===== config.mk =====
export PLATFORM = sky130hd
export DESIGN_NAME = uart_rx_deser
export DESIGN_NICKNAME = d
export VERILOG_FILES = /design/src/rtl/uart_rx_deser.sv
export SDC_FILE = /design/constraint.sdc
export NUM_CORES = 1
export LEC_CHECK = 0
export CAP_MARGIN = 20
export CORE_UTILIZATION = 50
export CTS_BUF_LIST = sky130_fd_sc_hd__clkbuf_4
export CTS_CLUSTER_SIZE = 40
export DETAILED_ROUTE_END_ITERATION = 6
export PLACE_DENSITY = 0.8
export SLEW_MARGIN = 20
export SYNTH_ARGS = -nofsm -noshare
export SYNTH_HDL_FRONTEND = slang
export SYNTH_SLANG_ARGS = --single-unit

===== constraint.sdc =====
create_clock -name clk -period 5.5 [get_ports clk]
set_input_delay 1.1 -clock clk [delete_from_list [all_inputs] [get_ports clk]]
set_output_delay 1.1 -clock clk [all_outputs]
set_load 0.01 [all_outputs]

===== src/rtl/uart_rx_deser.sv =====
// uart_rx_deser: oversampling UART receiver. Synchronizes rx_in, majority-votes each
// bit at mid-period, shifts data LSB-first, checks optional parity and the stop bit.
`timescale 1ns/1ps
module uart_rx_deser #(
    parameter int DATA_WIDTH = 8,
    parameter int OVERSAMPLE = 8
) (
    input  logic                  clk,
    input  logic                  rst,
    input  logic                  rx_in,
    input  logic                  par_en,
    input  logic                  par_typ,
    output logic [DATA_WIDTH-1:0] p_data,
    output logic                  data_valid,
    output logic                  par_err,
    output logic                  stp_err
);

    localparam int TICK_W = $clog2(OVERSAMPLE);
    localparam int CNT_W  = $clog2(DATA_WIDTH + 1);

    localparam logic [TICK_W-1:0] TICK_LAST = TICK_W'(OVERSAMPLE - 1);
    localparam logic [TICK_W-1:0] TICK_S0   = TICK_W'(OVERSAMPLE / 2 - 1);
    localparam logic [TICK_W-1:0] TICK_S1   = TICK_W'(OVERSAMPLE / 2);
    localparam logic [TICK_W-1:0] TICK_S2   = TICK_W'(OVERSAMPLE / 2 + 1);
    localparam logic [CNT_W-1:0]  BIT_LAST  = CNT_W'(DATA_WIDTH - 1);

    typedef enum logic [2:0] {
        IDLE,
        START,
        DATA,
        PARITY,
        STOP,
        WAIT_IDLE
    } state_e;

    state_e                  state_q,      state_d;
    logic [1:0]              sync_q,       sync_d;
    logic [TICK_W-1:0]       tick_q,       tick_d;
    logic [CNT_W-1:0]        bit_cnt_q,    bit_cnt_d;
    logic [DATA_WIDTH-1:0]   shift_q,      shift_d;
    logic [2:0]              samp_q,       samp_d;
    logic                    par_en_q,     par_en_d;
    logic                    par_typ_q,    par_typ_d;
    logic                    par_bad_q,    par_bad_d;
    logic [DATA_WIDTH-1:0]   p_data_q,     p_data_d;
    logic                    data_valid_q, data_valid_d;
    logic                    par_err_q,    par_err_d;
    logic                    stp_err_q,    stp_err_d;

    logic rxs;
    logic decide;
    logic bit_val;
    logic par_exp;

    assign rxs     = sync_q[1];
    assign decide  = (tick_q == TICK_LAST);
    assign bit_val = (samp_q[0] & samp_q[1]) | (samp_q[0] & samp_q[2]) | (samp_q[1] & samp_q[2]);
    assign par_exp = par_typ_q ? ~^shift_q : ^shift_q;

    // NOTE: every variable gets a default before any branch so no path leaves it unassigned (no latches).
    always_comb begin
        sync_d       = {sync_q[0], rx_in};
        state_d      = state_q;
        tick_d       = tick_q;
        bit_cnt_d    = bit_cnt_q;
        shift_d      = shift_q;
        samp_d       = samp_q;
        par_en_d     = par_en_q;
        par_typ_d    = par_typ_q;
        par_bad_d    = par_bad_q;
        p_data_d     = p_data_q;
        data_valid_d = 1'b0;
        par_err_d    = 1'b0;
        stp_err_d    = 1'b0;

        // Bit-period timing runs only while a frame is in flight.
        if (state_q != IDLE && state_q != WAIT_IDLE) begin
            tick_d = decide ? '0 : tick_q + TICK_W'(1);
            if (tick_q == TICK_S0) samp_d[0] = rxs;
            if (tick_q == TICK_S1) samp_d[1] = rxs;
            if (tick_q == TICK_S2) samp_d[2] = rxs;
        end

        case (state_q)
            IDLE: begin
                // This cycle is tick 0 of the start bit.
                if (!rxs) begin
                    state_d   = START;
                    tick_d    = TICK_W'(1);
                    bit_cnt_d = '0;
                    par_en_d  = par_en;
                    par_typ_d = par_typ;
                    par_bad_d = 1'b0;
                end
            end
            START: begin
                if (decide) state_d = bit_val ? IDLE : DATA;
            end
            DATA: begin
                if (decide) begin
                    shift_d                 = shift_q >> 1;
                    shift_d[DATA_WIDTH-1]   = bit_val;
                    bit_cnt_d               = bit_cnt_q + CNT_W'(1);
                    if (bit_cnt_q == BIT_LAST) state_d = par_en_q ? PARITY : STOP;
                end
            end
            PARITY: begin
                if (decide) begin
                    par_bad_d = (bit_val != par_exp);
                    state_d   = STOP;
                end
            end
            STOP: begin
                if (decide) begin
                    if (bit_val) begin
                        if (par_bad_q) begin
                            par_err_d = 1'b1;
                        end else begin
                            p_data_d     = shift_q;
                            data_valid_d = 1'b1;
                        end
                        state_d = IDLE;
                    end else begin
                        // Framing error: wait out a possible break before hunting again.
                        stp_err_d = 1'b1;
                        par_err_d = par_bad_q;
                        state_d   = WAIT_IDLE;
                    end
                end
            end
            WAIT_IDLE: begin
                if (rxs) state_d = IDLE;
            end
            default: state_d = IDLE;
        endcase
    end

    // NOTE: sequential state uses non-blocking assignments so all flops update from pre-edge values.
    always_ff @(posedge clk or negedge rst) begin
        if (!rst) begin
            state_q      <= IDLE;
            sync_q       <= 2'b11;
            tick_q       <= '0;
            bit_cnt_q    <= '0;
            shift_q      <= '0;
            samp_q       <= '0;
            par_en_q     <= 1'b0;
            par_typ_q    <= 1'b0;
            par_bad_q    <= 1'b0;
            p_data_q     <= '0;
            data_valid_q <= 1'b0;
            par_err_q    <= 1'b0;
            stp_err_q    <= 1'b0;
        end else begin
            state_q      <= state_d;
            sync_q       <= sync_d;
            tick_q       <= tick_d;
            bit_cnt_q    <= bit_cnt_d;
            shift_q      <= shift_d;
            samp_q       <= samp_d;
            par_en_q     <= par_en_d;
            par_typ_q    <= par_typ_d;
            par_bad_q    <= par_bad_d;
            p_data_q     <= p_data_d;
            data_valid_q <= data_valid_d;
            par_err_q    <= par_err_d;
            stp_err_q    <= stp_err_d;
        end
    end

    assign p_data     = p_data_q;
    assign data_valid = data_valid_q;
    assign par_err    = par_err_q;
    assign stp_err    = stp_err_q;

endmodule


-- Word level (Yosys, flattened, before mapping)
Index checks and enable logic that the tools add are counted.
W data, S select, Z words.
- add/subtract/negate cells: 2
- equal/unequal tests: 19
- muxes and demuxes: 33
- bitwise gates (word level): 7
- reduce and logical (&&, ||, !) cells: 16
- operators by type and width (operator ; count):
    $mux W3 ; 13
    $pmux W3 S6 ; 1
    $eq A3 B3 Y1 const B ; 5
    $mux W1 ; 14
    $ne A2 B2 Y1 const B ; 7
    $reduce_and A2 Y1 ; 5
    $eq A3 B2 Y1 const B ; 3
    $mux W4 ; 2
    $pmux W4 S2 ; 1
    $reduce_xnor A8 Y1 ; 1
    $reduce_xor A8 Y1 ; 1
    $reduce_and A7 Y1 ; 1
    $reduce_and A3 Y1 ; 2
    $add A4 B1 Y4 const B ; 1
    $eq A4 B3 Y1 const B ; 1
    $reduce_and A4 Y1 ; 1
    $reduce_bool A2 Y1 ; 2
    $add A3 B1 Y3 const B ; 1
    $and A1 B1 Y1 ; 3
    $eq A3 B1 Y1 const B ; 1
    $logic_not A3 Y1 ; 1
    $ne A3 B3 Y1 const B ; 1
    $reduce_bool A3 Y1 ; 1
    $mux W2 ; 1
    5 further kinds ; 7
- bits in registers: 37
- input port bits: 5
- output and inout bits: 11
- logic and storage cells: 92

-- Depth between registers and ports, before layout
Gate-level depths: netlist (run 1).
- word-level depth: 6
- depth in mapped cells: 7
- gate-level depth less buffers: 7

-- Worst setup path before layout (run 1)
OpenSTA, ideal clock, no wires.
- path type: reg2reg
- start: register tick_q[0]
- end: register state_q[0]
- library setup time: 128 ps
- arrival: 1641 ps
- required time: 5372 ps
- setup slack: 3732 ps
- cell stages (with the launch flop): 7
- path buffers: 0
- clock period less this slack: 1768 ps
- cell sequence: dfrtp_1 > ha_1 > ha_1 > a211o_1 > a21oi_2 > a21oi_1 > mux2_1
- longest elaborated chain between the ends: 3
- elaborated cells between the ends (all ways): 6
- those cells by class: eq/ne: 5; reduce/logical: 1
- RTL lines (what ; line ; RTL):
    from (decl) ; 39 ; logic [TICK_W-1:0] tick_q, tick_d;
    from (signal assigned) ; 158 ; tick_q <= tick_d;
    $eq A3 B3 Y1 (*) ; 57 ; assign decide = (tick_q == TICK_LAST);
    $ne A2 B2 Y1 (no source line) ; n/a ;
    $reduce_and A7 Y1 (no source line) (*) ; n/a ;
    to (signal assigned) ; 156 ; state_q <= state_d;
    to (decl) ; 37 ; state_e state_q, state_d;
Mark *: on every way between the ends. The rest lies on a longest branch, timed or not.
A chain may end at the register's enable or synchronous reset.

-- Final worst setup path (run 1)
- start: register p_data_q[6] (netlist: p_data[6])
- end: output port p_data[6]
- RTL lines (what ; line ; RTL):
    from (decl) ; 46 ; logic [DATA_WIDTH-1:0] p_data_q, p_data_d;
    from (signal assigned) ; 165 ; p_data_q <= p_data_d;
    to (decl) ; 13 ; output logic [DATA_WIDTH-1:0] p_data,
No word-level cell between the ends.

==> results of run 1 <==
cell type report:
class / instances / area [um^2] / share of cell area [%]
flip-flops and latches: 37 / 928.4 / 46.55
clock buffers: 5 / 37.54 / 1.882
clock inverters: 3 / 46.29 / 2.321
inverters: 5 / 18.77 / 0.9410
multi-input cells: 92 / 760.7 / 38.14
well taps: 46 / 57.56 / 2.886
repair buffers: 15 / 145.1 / 7.277
registers in the layout, indices dropped and copies added (netlist names):
signal / cells
par_bad_q: 1
samp_q: 3
par_typ_q: 1
data_valid: 1
p_data: 8
par_en_q: 1
stp_err: 1
state_q: 3
shift_q: 8
sync_q: 2
tick_q: 3
par_err: 1
bit_cnt_q: 4
power by group through the flow:
stage,clock network [mW],registers (mW),logic (mW)
detailed placement,0,0.418,0.303
finish,0.191,0.412,0.301
global placement,0,0.410,0.288
CTS,0.193,0.413,0.304
floorplan,0,0.374,0.301
global route,0.204,0.424,0.339
cells in the mapped netlist (all sizes together), types with 2 or more instances:
cell type  instances  share of area, %
buf                6               2.7
a21oi              4               1.4
xor2               4               2.0
dfstp              2               3.0
o21ai              8               2.3
ha                 7               5.0
nand3              3              0.86
nor4               2               1.6
dfrtp             35                50
a211oi             2              0.86
nor3               3               1.1
nor2               8               1.9
inv                5               1.1
mux2              22                14
nand3b             2               1.1
xnor2              8               4.0
nand2              7               1.5
cells by family after synthesis:
group	after synthesis	synth area share, %
adders and majority gates	8	5.631
AOI/OAI and AO/OA	18	6.414
muxes	23	14.68
buffers and inverters	11	3.777
DFF	37	52.89
xor gates and xnor gates	12	5.987
and+or+nand+nor	31	10.62
how the worst min path moves through the flow:
stage,start,to,slack [ps],cells past startpoint
final,sync_q[0],sync_q[1],360,0
after global routing,sync_q[0],sync_q[1],370,0
after CTS,sync_q[0],sync_q[1],360,0
after detailed placement,sync_q[0],sync_q[1],350,0
after global placement,sync_q[0],sync_q[1],350,0
after floorplan,sync_q[0],sync_q[1],350,0
layer usage:
layer	track usage [%]	vias to the layer above
li1	-	517
met2	27.95	22
met5	0	-
met4	4.221	0
met1	22.12	525
met3	4.412	2
per-stage QoR:
step / hold slack, ps / setup slack [ps] / cell area [um^2] / cells
floorplan: 345.2 / 3732 / 1755 / 140
global placement: 346.8 / 3547 / 1911 / 195
detailed placement: 348.8 / 3518 / 1911 / 195
CTS: 365.0 / 3128 / 1994 / 203
global route: 368.5 / 3090 / 1994 / 203
finish: 363.0 / 3132 / 1994 / 203
==> impl_metrics.csv, run 1 <==
group,metric,value,unit
run_status,outcome,"complete, no violations",
power,intPower,585.2,uW
synth,synthArstFlopShare,100.0,%
hold_path,hold_class,"register to register",
die,die_y,61.25,um
timing,fin_crit_sh,43.06,%
timing,setup_tns,0,ps
timing,finalCriticalPeriod,2368,ps
worst_setup_path,crit_chain,"clkdlybuf4s50_1",
power,p_leak,0.9192,nW
final_layout,layout_common_cells,"dfrtp_1 (35), mux2_2 (20), clkdlybuf4s50_1 (14)",
worst_setup_path,path_max_fanout,2,
routing,ant_nets,0,
cts,clk-insertion-delay-late,340,ps
cts,post-cts-setup-buffer-count,0,
cts,clk_pin_slew,130,ps
worst_setup_path,cp-end-kind,"primary output",
synth,syn_inst,140,
power,p_per_area,453.1,nW/um^2
worst_setup_path,r2r_start,"tick_q[0]",
die,fp-row-count,21,
synth,synth_edf_count,0,
placement,io_buffers,15,
final_layout,final_util,59.77,%
die,start_util,52.61,%
global_route,grt_pass1_wl,4547,um
global_route,grt_max_degree,38,
synth,synth_nets,152,
synth,synthDistinctLibCells,38,
global_route,antenna_found_initial,0,
timing,slew_violations,0,
timing,rsz0062_at_grt,"no",
routing,drt-met1-wl,1282,um
routing,routed.top_layer,"met4",
power,p_comb_share,33.3,%
timing,setup_viol_count_final,0,
worst_setup_path,rr_worst_depth,6,
power,p_switching,318.4,uW
routing,wl_met3,94,um
die,core_area,3337,um^2
synth,synth-main-ff-cell,"dfrtp_1",
worst_setup_path,startpoint_type,"register",
timing,max_slew.worst_pin.slew,780.9,ps
cts,htreeDepth,2,
worst_setup_path,cp_slowest_cell,"clkdlybuf4s50_1",
worst_setup_path,critPathLaunch,"p_data[6]",
placement,gp_congestion,0.7899,
power,switching_share,35.23,%
cts,cts_resized,0,
synth,ys_warn_count,0,
die,die_area,3752,um^2
final_layout,area_growth,13.61,%
worst_setup_path,crit_arrival,1270,ps
die,die_w,61.25,um
synth,ys_seq_area_share,52.89,%
timing,fmax,0.4223,GHz
power,clkPwrFrac,21.1,%
power,finalPower,903.6,uW
placement,dp_hpwl,1926,um
worst_setup_path,reg2reg_slack,3540,ps
global_route,grt.total_usage,16.87,%
synth,ys_seq_elements,37,
routing,firstDrtPassIters,4,
routing,vias_per_cell,5.251,
worst_setup_path,cp.depth,1,
final_layout,diodes,0,
synth,avgSynthCellArea,12.54,um^2
final_layout,layout-drive-gt1-share,24.20,%
timing,fin_skew,16.56,ps
worst_setup_path,setup.worst_path.end,"p_data[6]",
timing,slew_headroom,47.94,%
global_route,overflow,0,
flow_run,max_cap_viol_count,0,
cts,holdBufCountCts,0,
power,p_seq_share,45.6,%
cts,cts_num_sinks,37,
synth,netlist_area,1755,um^2
routing,post-route-drc-count,0,
die,num_io_pins,16,
final_layout,n_fill_cell,272,
final_layout,layout_commonest_cell,"dfrtp_1",
cts,cts_tree,"built",
worst_setup_path,critPathMaxStageDelay,550,ps
worst_setup_path,path_buf_inv,1,
global_route,first_global_vias,1030,
worst_setup_path,path_class,"register to primary output",
routing,met2_length,1396,um
timing,final_hold_viol_count,0,
routing,wl_per_cell,13.74,um
power,ir_drop,0.2884,mV
routing,num_vias,1066,
cts,cts_root_buffer,"clkbuf_4",
worst_setup_path,r2r-end,"bit_cnt_q[3]",
routing,drtIter0Drc,35,
cts,clockBufferDepth,2,
worst_setup_path,crit_required,4400,ps
worst_setup_path,crit_family,"buffers and inverters",
final_layout,finalNetCount,168,
routing,totalWireLength,2790,um
cts,cts_made_buffers,5,
Power figures use the tool's default switching activity.
==> run 2: changes to the inputs <==
==> constraint.sdc (replaced) <==
create_clock -name clk -period 2.3 [get_ports clk]
set_input_delay 0.46 -clock clk [delete_from_list [all_inputs] [get_ports clk]]
set_output_delay 0.46 -clock clk [all_outputs]
set_load 0.01 [all_outputs]
==> run 2 against run 1 <==
Register-to-register slack worse by 3200 ps. Clock power rose by 74%. Largest power group unchanged. Via count shrank 0.38%. Die area stayed put.
==> impl_metrics.csv, run 2 (synthesized netlist as in run 1, its figures left out) <==
group,metric,value,unit
worst_setup_path,crit_family,"simple AND/OR/NAND/NOR gates",
global_route,grt.total_usage,18.89,%
routing,post-route-drc-count,0,
cts,cts_root_buffer,"clkbuf_4",
final_layout,multiInputGateArea,760.7,um^2
die,core_area,3337,um^2
die,start_util,52.61,%
timing,slew_headroom,46.33,%
timing,rsz0062_at_grt,"no",
placement,dp_hpwl,2186,um
flow_run,max_cap_viol_count,0,
final_layout,area_growth,11.97,%
die,die_y,61.25,um
cts,cts_resized,0,
worst_setup_path,crit_arrival,2180,ps
cts,holdBufCountCts,0,
worst_setup_path,path_buf_inv,0,
routing,firstDrtPassIters,4,
global_route,first_global_vias,1070,
placement,io_buffers,15,
timing,fin_skew,8.873,ps
timing,setup_viol_count_final,0,
timing,finalCriticalPeriod,1952,ps
timing,slew_violations,0,
timing,fmax,0.5124,GHz
worst_setup_path,path_class,"register to register",
hold_path,hold_class,"input pin to async pin",
power,finalPower,2.059,mW
run_status,outcome,"complete, no violations",
placement,gp_congestion,0.8022,
timing,final_hold_viol_count,0,
die,fp-row-count,21,
worst_setup_path,crit_chain,"ha_1 > ha_1 > and3b_1 > mux2_2",
worst_setup_path,crit_required,2530,ps
die,num_io_pins,16,
timing,fin_crit_sh,84.86,%
routing,ant_nets,0,
placement,dpl-instance-area,1911,um^2
cts,clockBufferDepth,2,
placement,dp_slack,351.0,ps
timing,holdWs,194.4,ps
worst_setup_path,cp-end-kind,"register",
cts,post-cts-setup-buffer-count,0,
final_layout,layout_commonest_cell,"dfrtp_1",
routing,wl_per_cell,15.33,um
cts,clk-insertion-delay-late,340,ps
routing,vias_per_cell,5.232,
power,p_leak,0.9087,nW
timing,setup_slack,348.3,ps
cts,cts_num_sinks,37,
placement,place_inst,195,
routing,totalWireLength,3113,um
power,ir_drop,0.4519,mV
final_layout,finalNetCount,168,
global_route,grt_max_degree,38,
die,die_w,61.25,um
final_layout,stdcell_area,1966,um^2
worst_setup_path,path_max_fanout,13,
final_layout,stdcell_count,203,
final_layout,regArea,928.4,um^2
routing,drtIter0Drc,103,
timing,max_slew.worst_pin.slew,805.1,ps
timing,setup_tns,0,ps
final_layout,final_util,58.91,%
final_layout,layout-drive-gt1-share,24.20,%
power,p_per_area,1047,nW/um^2
die,die_area,3752,um^2
global_route,antenna_found_initial,0,
final_layout,layout_common_cells,"dfrtp_1 (35), mux2_2 (20), clkdlybuf4s50_1 (14)",
worst_setup_path,crit_path_frequent_cell,"ha_1",
cts,clk_pin_slew,110,ps
global_route,grt_pass1_wl,4995,um
worst_setup_path,startpoint_type,"register",
cts,cts_tree,"built",
routing,num_vias,1062,
final_layout,diodes,0,
cts,htreeDepth,2,
cts,cts_made_buffers,5,
worst_setup_path,cp_slowest_cell,"and3b_1",
final_layout,n_fill_cell,285,
global_route,overflow,0,
worst_setup_path,critPathMaxStageDelay,530,ps
==> run 2: cell types whose count changed in the layout (fill, tap and decap cells not counted) <==
| cell | delta |
|---|---|
| clkinv_2 | +2 |
| bufinv_16 | -1 |
| clkinv_4 | -1 |
==> run 2: path summary, 6_finish.rpt <==
check,startpoint,endpoint,slack [ps],cells after the start
max in group asynchronous,rst,tick_q[0],1590,1
worst min register to register,sync_q[0],sync_q[1],360,0
worst max register to register,tick_q[0],shift_q[4],350,4
min in group clk,sync_q[0],sync_q[1],360,0
worst min-delay path,rst,state_q[1],190,1
worst max-delay path,tick_q[0],shift_q[4],350,4
==> run 2: worst register-to-register path: cells and delay by family (launching register included) <==
family,cells,cell delay (ps)
simple gates,1,530
mux,1,410
fa+ha+maj,2,480
flops,1,430
==> run 2: power breakdown <==
part	total (mW)	internal (mW)	switching, mW
registers	0.993	0.795	0.198
clock network	0.332	0.115	0.217
logic	0.733	0.376	0.357
total	2.06	1.29	0.772
==> run 2: layout make-up <==
cell class | count | area share [%]
timing repair buffer | 15 | 7.384
clock buffer | 5 | 1.910
sequential | 37 | 47.23
clock inverter | 3 | 0.8911
tap | 46 | 2.928
inverter | 5 | 0.9548
multi-input combinational | 92 | 38.70
==> run 2: routing by layer <==
layer,vias to the layer above,part of all wire (%),GRT usage [%],routed length [um]
met2,17,49,29.66,1526
met4,0,1.3,9.091,42
met5,-,0,0,0
li1,516,-,-,-
met3,5,2.6,4.832,82
met1,524,47,24.40,1461
